File: src/rtl/uart_tx_arbiter_if.sv
// Requester-side byte handshake bundle for uart_tx_arbiter.
// Requester i drives req_valid[i] and req_data[i*DATA_W +: DATA_W].
interface uart_tx_arbiter_if #(
  parameter int NUM_REQ = 4,
  parameter int DATA_W  = 8
);
  logic [NUM_REQ-1:0]        req_valid;
  logic [NUM_REQ*DATA_W-1:0] req_data;
  logic [NUM_REQ-1:0]        req_ready;

  modport master (
    output req_valid,
    output req_data,
    input  req_ready
  );

  modport slave (
    input  req_valid,
    input  req_data,
    output req_ready
  );
endinterface

File: src/rtl/uart_tx_arbiter.sv
// Round-robin UART transmit arbiter: grants one requester at a time, then
// serialises its byte as start / DATA_W data bits LSB first / STOP_BITS stop
// bits. Every bit boundary lands on a baud_tick edge.
module uart_tx_arbiter #(
  parameter  int NUM_REQ   = 4,
  parameter  int DATA_W    = 8,
  parameter  int STOP_BITS = 1,
  localparam int IDW       = $clog2(NUM_REQ)
) (
  input  logic                 clk,
  input  logic                 rst,
  input  logic                 baud_tick,
  uart_tx_arbiter_if.slave     req,
  output logic                 tx,
  output logic                 busy,
  output logic [IDW-1:0]       grant_id,
  output logic                 frame_done
);

  localparam int BW = $clog2(DATA_W) + 1;

  typedef enum logic [2:0] {
    IDLE,
    SYNC,
    START,
    DATA,
    STOP
  } state_t;

  state_t            state;
  state_t            state_d;
  logic [DATA_W-1:0] shreg;
  logic [DATA_W-1:0] shreg_d;
  logic [BW-1:0]     bit_idx;
  logic [1:0]        stop_cnt;
  logic [IDW-1:0]    rr_ptr;
  logic [IDW-1:0]    win_id;
  logic              win_found;
  logic              accept;
  logic              tx_d;
  logic              frame_done_d;
  logic [IDW:0]      cand;

  // Round-robin search: first valid id after rr_ptr, wrapping modulo NUM_REQ.
  always_comb begin
    win_found = 1'b0;
    win_id    = '0;
    cand      = '0;
    for (int unsigned k = 1; k <= NUM_REQ; k++) begin
      cand = {1'b0, rr_ptr} + (IDW+1)'(k);
      if (cand >= (IDW+1)'(NUM_REQ)) begin
        cand = cand - (IDW+1)'(NUM_REQ);
      end
      if (!win_found && req.req_valid[cand[IDW-1:0]]) begin
        win_found = 1'b1;
        win_id    = cand[IDW-1:0];
      end
    end
  end

  assign accept = (state == IDLE) && win_found;

  // State register.
  always_ff @(posedge clk) begin
    if (rst) begin
      state <= IDLE;
    end else begin
      state <= state_d;
    end
  end

  // Next-state logic; every non-IDLE transition is paced by baud_tick.
  always_comb begin
    state_d = state;
    case (state)
      IDLE:  if (accept) state_d = SYNC;
      SYNC:  if (baud_tick) state_d = START;
      START: if (baud_tick) state_d = DATA;
      DATA:  if (baud_tick && bit_idx == BW'(DATA_W-1)) state_d = STOP;
      STOP:  if (baud_tick && stop_cnt == 2'(STOP_BITS-1)) state_d = IDLE;
      default: state_d = IDLE;
    endcase
  end

  // Outputs: handshake, busy, and next values of the registered line/pulse.
  // tx is decoded from the next state so it changes on the same edge as it.
  always_comb begin
    req.req_ready = '0;
    if (accept) begin
      req.req_ready[win_id] = 1'b1;
    end
    busy = (state != IDLE);

    shreg_d = shreg;
    if (accept) begin
      shreg_d = req.req_data[win_id*DATA_W +: DATA_W];
    end else if (state == DATA && baud_tick) begin
      shreg_d = shreg >> 1;
    end

    case (state_d)
      START:   tx_d = 1'b0;
      DATA:    tx_d = shreg_d[0];
      default: tx_d = 1'b1;
    endcase

    frame_done_d = (state == STOP) && baud_tick && (stop_cnt == 2'(STOP_BITS-1));
  end

  // Datapath registers: shifter, bit/stop counters, grant bookkeeping.
  always_ff @(posedge clk) begin
    if (rst) begin
      tx         <= 1'b1;
      frame_done <= 1'b0;
      shreg      <= '0;
      bit_idx    <= '0;
      stop_cnt   <= '0;
      grant_id   <= '0;
      rr_ptr     <= IDW'(NUM_REQ-1);
    end else begin
      tx         <= tx_d;
      frame_done <= frame_done_d;
      shreg      <= shreg_d;
      if (accept) begin
        grant_id <= win_id;
        rr_ptr   <= win_id;
      end
      if (state == START && baud_tick) begin
        bit_idx  <= '0;
        stop_cnt <= '0;
      end else if (state == DATA && baud_tick) begin
        bit_idx  <= bit_idx + 1'b1;
      end else if (state == STOP && baud_tick) begin
        stop_cnt <= stop_cnt + 1'b1;
      end
    end
  end

endmodule

File: src/flat_wrapper.sv
// flat-port wrapper written by rule: the top's interface ports become plain ports
module uart_tx_arbiter_flat 
#(
  parameter  int NUM_REQ   = 4,
  parameter  int DATA_W    = 8,
  parameter  int STOP_BITS = 1,
  localparam int IDW       = $clog2(NUM_REQ)
)
  (clk, rst, baud_tick, tx, busy, grant_id, frame_done, req_req_valid, req_req_data, req_req_ready);
  uart_tx_arbiter_if #(.NUM_REQ(NUM_REQ), .DATA_W(DATA_W)) req_i ();
  input  logic clk;
  input  logic rst;
  input  logic baud_tick;
  output logic tx;
  output logic busy;
  output logic [IDW-1:0] grant_id;
  output logic frame_done;
  input wire logic [$bits(req_i.req_valid)-1:0] req_req_valid;
  input wire logic [$bits(req_i.req_data)-1:0] req_req_data;
  output wire logic [$bits(req_i.req_ready)-1:0] req_req_ready;
  assign req_i.req_valid = req_req_valid;
  assign req_i.req_data = req_req_data;
  assign req_req_ready = req_i.req_ready;
  uart_tx_arbiter #(.NUM_REQ(NUM_REQ), .DATA_W(DATA_W), .STOP_BITS(STOP_BITS)) u_core (.clk(clk), .rst(rst), .baud_tick(baud_tick), .req(req_i), .tx(tx), .busy(busy), .grant_id(grant_id), .frame_done(frame_done));
endmodule
File: config.mk
export PLATFORM = sky130hd
export DESIGN_NAME = uart_tx_arbiter_flat
export DESIGN_NICKNAME = d
export VERILOG_FILES = /design/src/rtl/uart_tx_arbiter_if.sv /design/src/rtl/uart_tx_arbiter.sv /design/src/flat_wrapper.sv
export SDC_FILE = /design/constraint.sdc
export NUM_CORES = 1
export LEC_CHECK = 0
export ABC_AREA = 1
export BUFFER_PORTS_ARGS = -buffer_cell sky130_fd_sc_hd__buf_4
export CORE_UTILIZATION = 25
export DETAILED_ROUTE_END_ITERATION = 7
export PLACE_DENSITY = 0.43
export SETUP_SLACK_MARGIN = 0.02
export SLEW_MARGIN = 20
export SYNTH_ARGS = -nofsm -noshare
export SYNTH_HDL_FRONTEND = slang
export SYNTH_SLANG_ARGS = --single-unit
File: constraint.sdc
create_clock -name clk -period 5.47 [get_ports clk]
set_clock_uncertainty 0.05 [all_clocks]
set_input_delay 0.547 -clock clk [delete_from_list [all_inputs] [get_ports clk]]
set_output_delay 0.547 -clock clk [all_outputs]
set_load 0.05 [all_outputs]
==> flow_metrics.py <==
metrics = {
    "setup_path": {
        "setup.worst_path.class": "reg -> out",
        "cpMaxStageDelayCell": "sky130_fd_sc_hd__dfxtp_1",
        "worst_path_dominant_cell_family": "simple AND/OR/NAND/NOR gates",
        "critical_path_peak_fanout": 11,
        "reg2reg_from": "u_core.rr_ptr[0]",
        "req_time_crit_path_ns": 4.87,
        "timing.critical_path.to_type": "primary output",
        "timing.reg2reg.worst_path_depth": 10,
        "worst_path_most_repeated_cell": "sky130_fd_sc_hd__nand2_1",
        "critPathBufInv": 1,
        "critical-path-max-stage-delay_ns": 0.61,
        "worst_r2r_endpoint": "u_core.shreg[7]",
        "worst_path_arrival_time_ns": 2.62,
        "ff2ff_setup_slack_ns": 3.11,
        "start_kind": "flip-flop",
        "critical_path.cell_chain": "nand2_1, nand3_1, nand2_1, o21ai_0, nand2_1, a21oi_2, nand2_1, nor2_1, buf_4",
    },
    "routing": {
        "detail_route.vias_per_cell": 4.73,
        "post_drt_antenna_nets": 0,
        "drt_first_iter_violations": 102,
        "vias": 1779,
        "first_pass_iters": 6,
        "wirelength_microns": 4430,
        "avgRoutedWirePerCell_microns": 11.8,
        "detail_route.drc_violations": 2,
    },
    "synthesis": {
        "yosys.cell_count.top_type": "sky130_fd_sc_hd__nand2_1",
        "synth-main-ff-cell": "sky130_fd_sc_hd__dfxtp_1",
        "synthTopCellsByCount": "sky130_fd_sc_hd__nand2_1 (51), sky130_fd_sc_hd__inv_1 (41), sky130_fd_sc_hd__nand3_1 (31)",
        "synth_top_family_by_area": "simple AND/OR/NAND/NOR gates",
        "ys_ff_latch": 23,
        "area_fraction_in_and_or_nand_and_nor_cells_after_synthesis_pct": 45.1,
        "parity_gate_share_of_the_synthesized_area_counting_xor_and_xnor_cells_pct": 0,
        "synthesized_netlist_cell_count": 257,
        "fraction_of_the_yosys_area_taken_by_sequential_cells_pct": 27.3,
        "postSynthNetCount": 298,
        "cell_type_with_the_highest_aggregate_area_in_the_netlist": "sky130_fd_sc_hd__dfxtp_1",
        "muxShareOfSynthArea_pct": 0,
        "synth_largest_type_area_fraction_pct": 27.3,
        "average_size_of_a_mapped_cell_sq_um": 6.57,
        "ys_async_sr_fraction_pct": 0,
        "synth_fa_ha_area_share_pct": 1.48,
        "ys_top_cells_by_area": "sky130_fd_sc_hd__dfxtp_1 (27%), sky130_fd_sc_hd__nand2_1 (11%), sky130_fd_sc_hd__nand3_1 (9.2%)",
        "count_of_different_cell_masters_after_synthesis": 33,
        "synth-warning-count": 0,
        "synth_compound_area_share_pct": 12.2,
        "mappedNetlistArea_sq_mm": 0.00169,
        "number_of_flops_mapped_to_enable_cells_by_yosys": 0,
    },
    "timing": {
        "post-route-min-period_ns": 3.22,
        "slew-limit-headroom_pct": 59.2,
        "fin_crit_sh_pct": 58.8,
        "rsz0062_at_grt": "false",
        "timing_max_transition_violations_final": 0,
        "finalSetupTns_ns": 0,
        "setup_viol": 0,
        "worst_slack_ns": 2.25,
        "hold_viol_final": 0,
        "achievable-frequency_mhz": 311,
        "tightestPinTransition_ns": 0.613,
        "fin_hold_ws_ns": 0.413,
    },
    "run_status": {
        "violated_checks": "design-rule violations",
        "status": "finished with violations",
    },
    "run": {
        "cap_viol_max_count": 0,
    },
    "die": {
        "die-width_microns": 84.2,
        "num_rows": 29,
        "design.portCount": 48,
        "core_area_sq_mm": 0.00642,
        "die_h_microns": 84.2,
        "initial_utilization_pct": 26.3,
        "dieArea_sq_mm": 0.00708,
    },
    "placement": {
        "place_ws_ns": 2.53,
        "buffer_ports.inserted": 47,
        "post-dp-hpwl_microns": 3410,
        "gp_routability_congestion": 0.767,
    },
    "clocking": {
        "clkSlewWorstSetupHoldPaths_ns": 0.09,
        "tritoncts": "done",
        "cts_inserted_buffers": 3,
        "clk-insertion-delay-late_ns": 0.27,
        "ctsRootBufferMaster": "sky130_fd_sc_hd__clkbuf_8",
        "cts_post_setup_buffers_inserted": 0,
        "hold_buffers": 0,
        "tritoncts_num_sinks": 23,
        "htree_num_levels": 1,
        "ctsLongestPathBuffers": 2,
        "cts_resized": 0,
    },
    "min_path": {
        "hold_path.startpoint": "u_core.stop_cnt[1]",
        "holdPathEnd": "u_core.stop_cnt[1]",
        "worst_hold_path.num_cells": 2,
        "holdCritPathClass": "reg -> reg",
    },
    "global_route": {
        "antenna_found_initial": 0,
        "first_global_vias": 1714,
        "largest_net_degree_at_the_start_of_global_routing": 20,
        "grt_overflow": 0,
        "grt.total_usage_pct": 12.8,
        "grt_first_pass_wirelength_microns": 7610,
    },
    "finish": {
        "finalCoreUtilization_pct": 32.9,
        "layout_cell_share_with_drive_strength_beyond_1_pct": 26.4,
        "design.final.nets": 341,
        "diodes": 0,
        "fillerInstances": 696,
        "layout-area-overhead-vs-synth_pct": 25.3,
    },
    "power": {
        "power.density_mw_per_mm2": 624,
        "cellLeakagePower_uw": 0.00100,
        "p_total_uw": 1320,
        "vdd.ir_drop.worst_uv": 282,
    },
}
[registers in the layout (all words and copies together) (netlist names)]
register,flops
u_core.shreg,8
u_core.bit_idx,4
u_core.state,3
u_core.grant_id,2
u_core.rr_ptr,2
u_core.stop_cnt,2
u_core.frame_done,1
u_core.tx,1
[report_power, final]
part | internal (uW) | total [uW] | switching (uW) | leakage [uW]
registers | 210 | 239 | 29.7 | 0.000189
clock network | 50.8 | 106 | 54.9 | 0.0000255
logic | 301 | 975 | 674 | 0.000790
total | 562 | 1320 | 759 | 0.00100
[worst reg2reg max path, stage by stage, from the launching register on]
cell	delay [ns]
sky130_fd_sc_hd__dfxtp_1	0.61
sky130_fd_sc_hd__nand2_1	0.16
sky130_fd_sc_hd__nand3_1	0.12
sky130_fd_sc_hd__nand2_1	0.12
sky130_fd_sc_hd__o21ai_0	0.17
sky130_fd_sc_hd__nand2_1	0.10
sky130_fd_sc_hd__a21oi_2	0.52
sky130_fd_sc_hd__nand3_1	0.16
sky130_fd_sc_hd__nand2_1	0.11
sky130_fd_sc_hd__nand2_1	0.06
sky130_fd_sc_hd__a21oi_1	0.12
[stage by stage]
stage / cells / area (sq um)
after floorplan: 257 / 1690
after global placement: 372 / 2070
after global routing: 376 / 2110
after detailed placement: 372 / 2070
final: 376 / 2110
after CTS: 376 / 2110
[area by class of cell]
| class | count | area (sq um) | area share [%] |
|---|---|---|---|
| Clock inverter | 1 | 5.00 | 0.237 |
| Clock buffer | 3 | 41.3 | 1.95 |
| Inverter | 43 | 166 | 7.87 |
| Timing Repair Buffer | 47 | 353 | 16.7 |
| Sequential cell | 23 | 460 | 21.8 |
| Tap cell | 77 | 96.3 | 4.56 |
| Multi-Input combinational cell | 182 | 992 | 46.9 |
[layout by cell type, fill, tap and decap left out, types with 2 or more instances in the layout]
cell | netlist | layout
sky130_fd_sc_hd__nand4_1 | 18 | 18
sky130_fd_sc_hd__nand2_1 | 51 | 51
sky130_fd_sc_hd__buf_4 | 2 | 47
sky130_fd_sc_hd__nor2_1 | 16 | 16
sky130_fd_sc_hd__dfxtp_1 | 23 | 23
sky130_fd_sc_hd__a21oi_1 | 15 | 15
sky130_fd_sc_hd__nand2_4 | 3 | 3
sky130_fd_sc_hd__clkbuf_8 | 0 | 3
sky130_fd_sc_hd__ha_1 | 2 | 2
sky130_fd_sc_hd__nand2_2 | 14 | 14
sky130_fd_sc_hd__o211ai_1 | 3 | 3
sky130_fd_sc_hd__nor3_1 | 3 | 3
sky130_fd_sc_hd__nand3_1 | 31 | 31
sky130_fd_sc_hd__o22ai_1 | 5 | 5
sky130_fd_sc_hd__nand3_4 | 3 | 3
sky130_fd_sc_hd__inv_1 | 41 | 41
sky130_fd_sc_hd__o21ai_0 | 6 | 6
sky130_fd_sc_hd__nand3_2 | 2 | 2
[worst max path at each step]
stage	endpoint	slack (ns)	cells past startpoint	start
global route	req_req_ready[3]	1.97	9	u_core.rr_ptr[0]
CTS	req_req_ready[3]	2.21	11	u_core.rr_ptr[0]
finish	req_req_ready[3]	2.25	9	u_core.rr_ptr[0]
detailed placement	req_req_ready[3]	2.53	11	u_core.rr_ptr[0]
global placement	req_req_ready[3]	2.48	9	u_core.rr_ptr[0]
floorplan	req_req_ready[0]	2.76	11	req_req_valid[0]
[cell families (layout without fill, tap and decap cells)]
| group | count (synthesis) | after routing |
|---|---|---|
| AND/OR/NAND/NOR | 145 | 145 |
| adder cells (fa/ha/maj) | 2 | 2 |
| flip-flops | 23 | 23 |
| buffers and inverters | 52 | 94 |
| AO/OA/AOI/OAI | 35 | 35 |
[per-layer routing]
layer / vias up / global-route usage (%) / wire length (microns)
met5: - / 0 / 0
li1: 935 / - / -
met4: 0 / 2.04 / 16
met3: 2 / 2.85 / 212
met2: 51 / 22.3 / 2110
met1: 791 / 16.5 / 2090
Note: power is estimated with default switching activity, not from simulation.
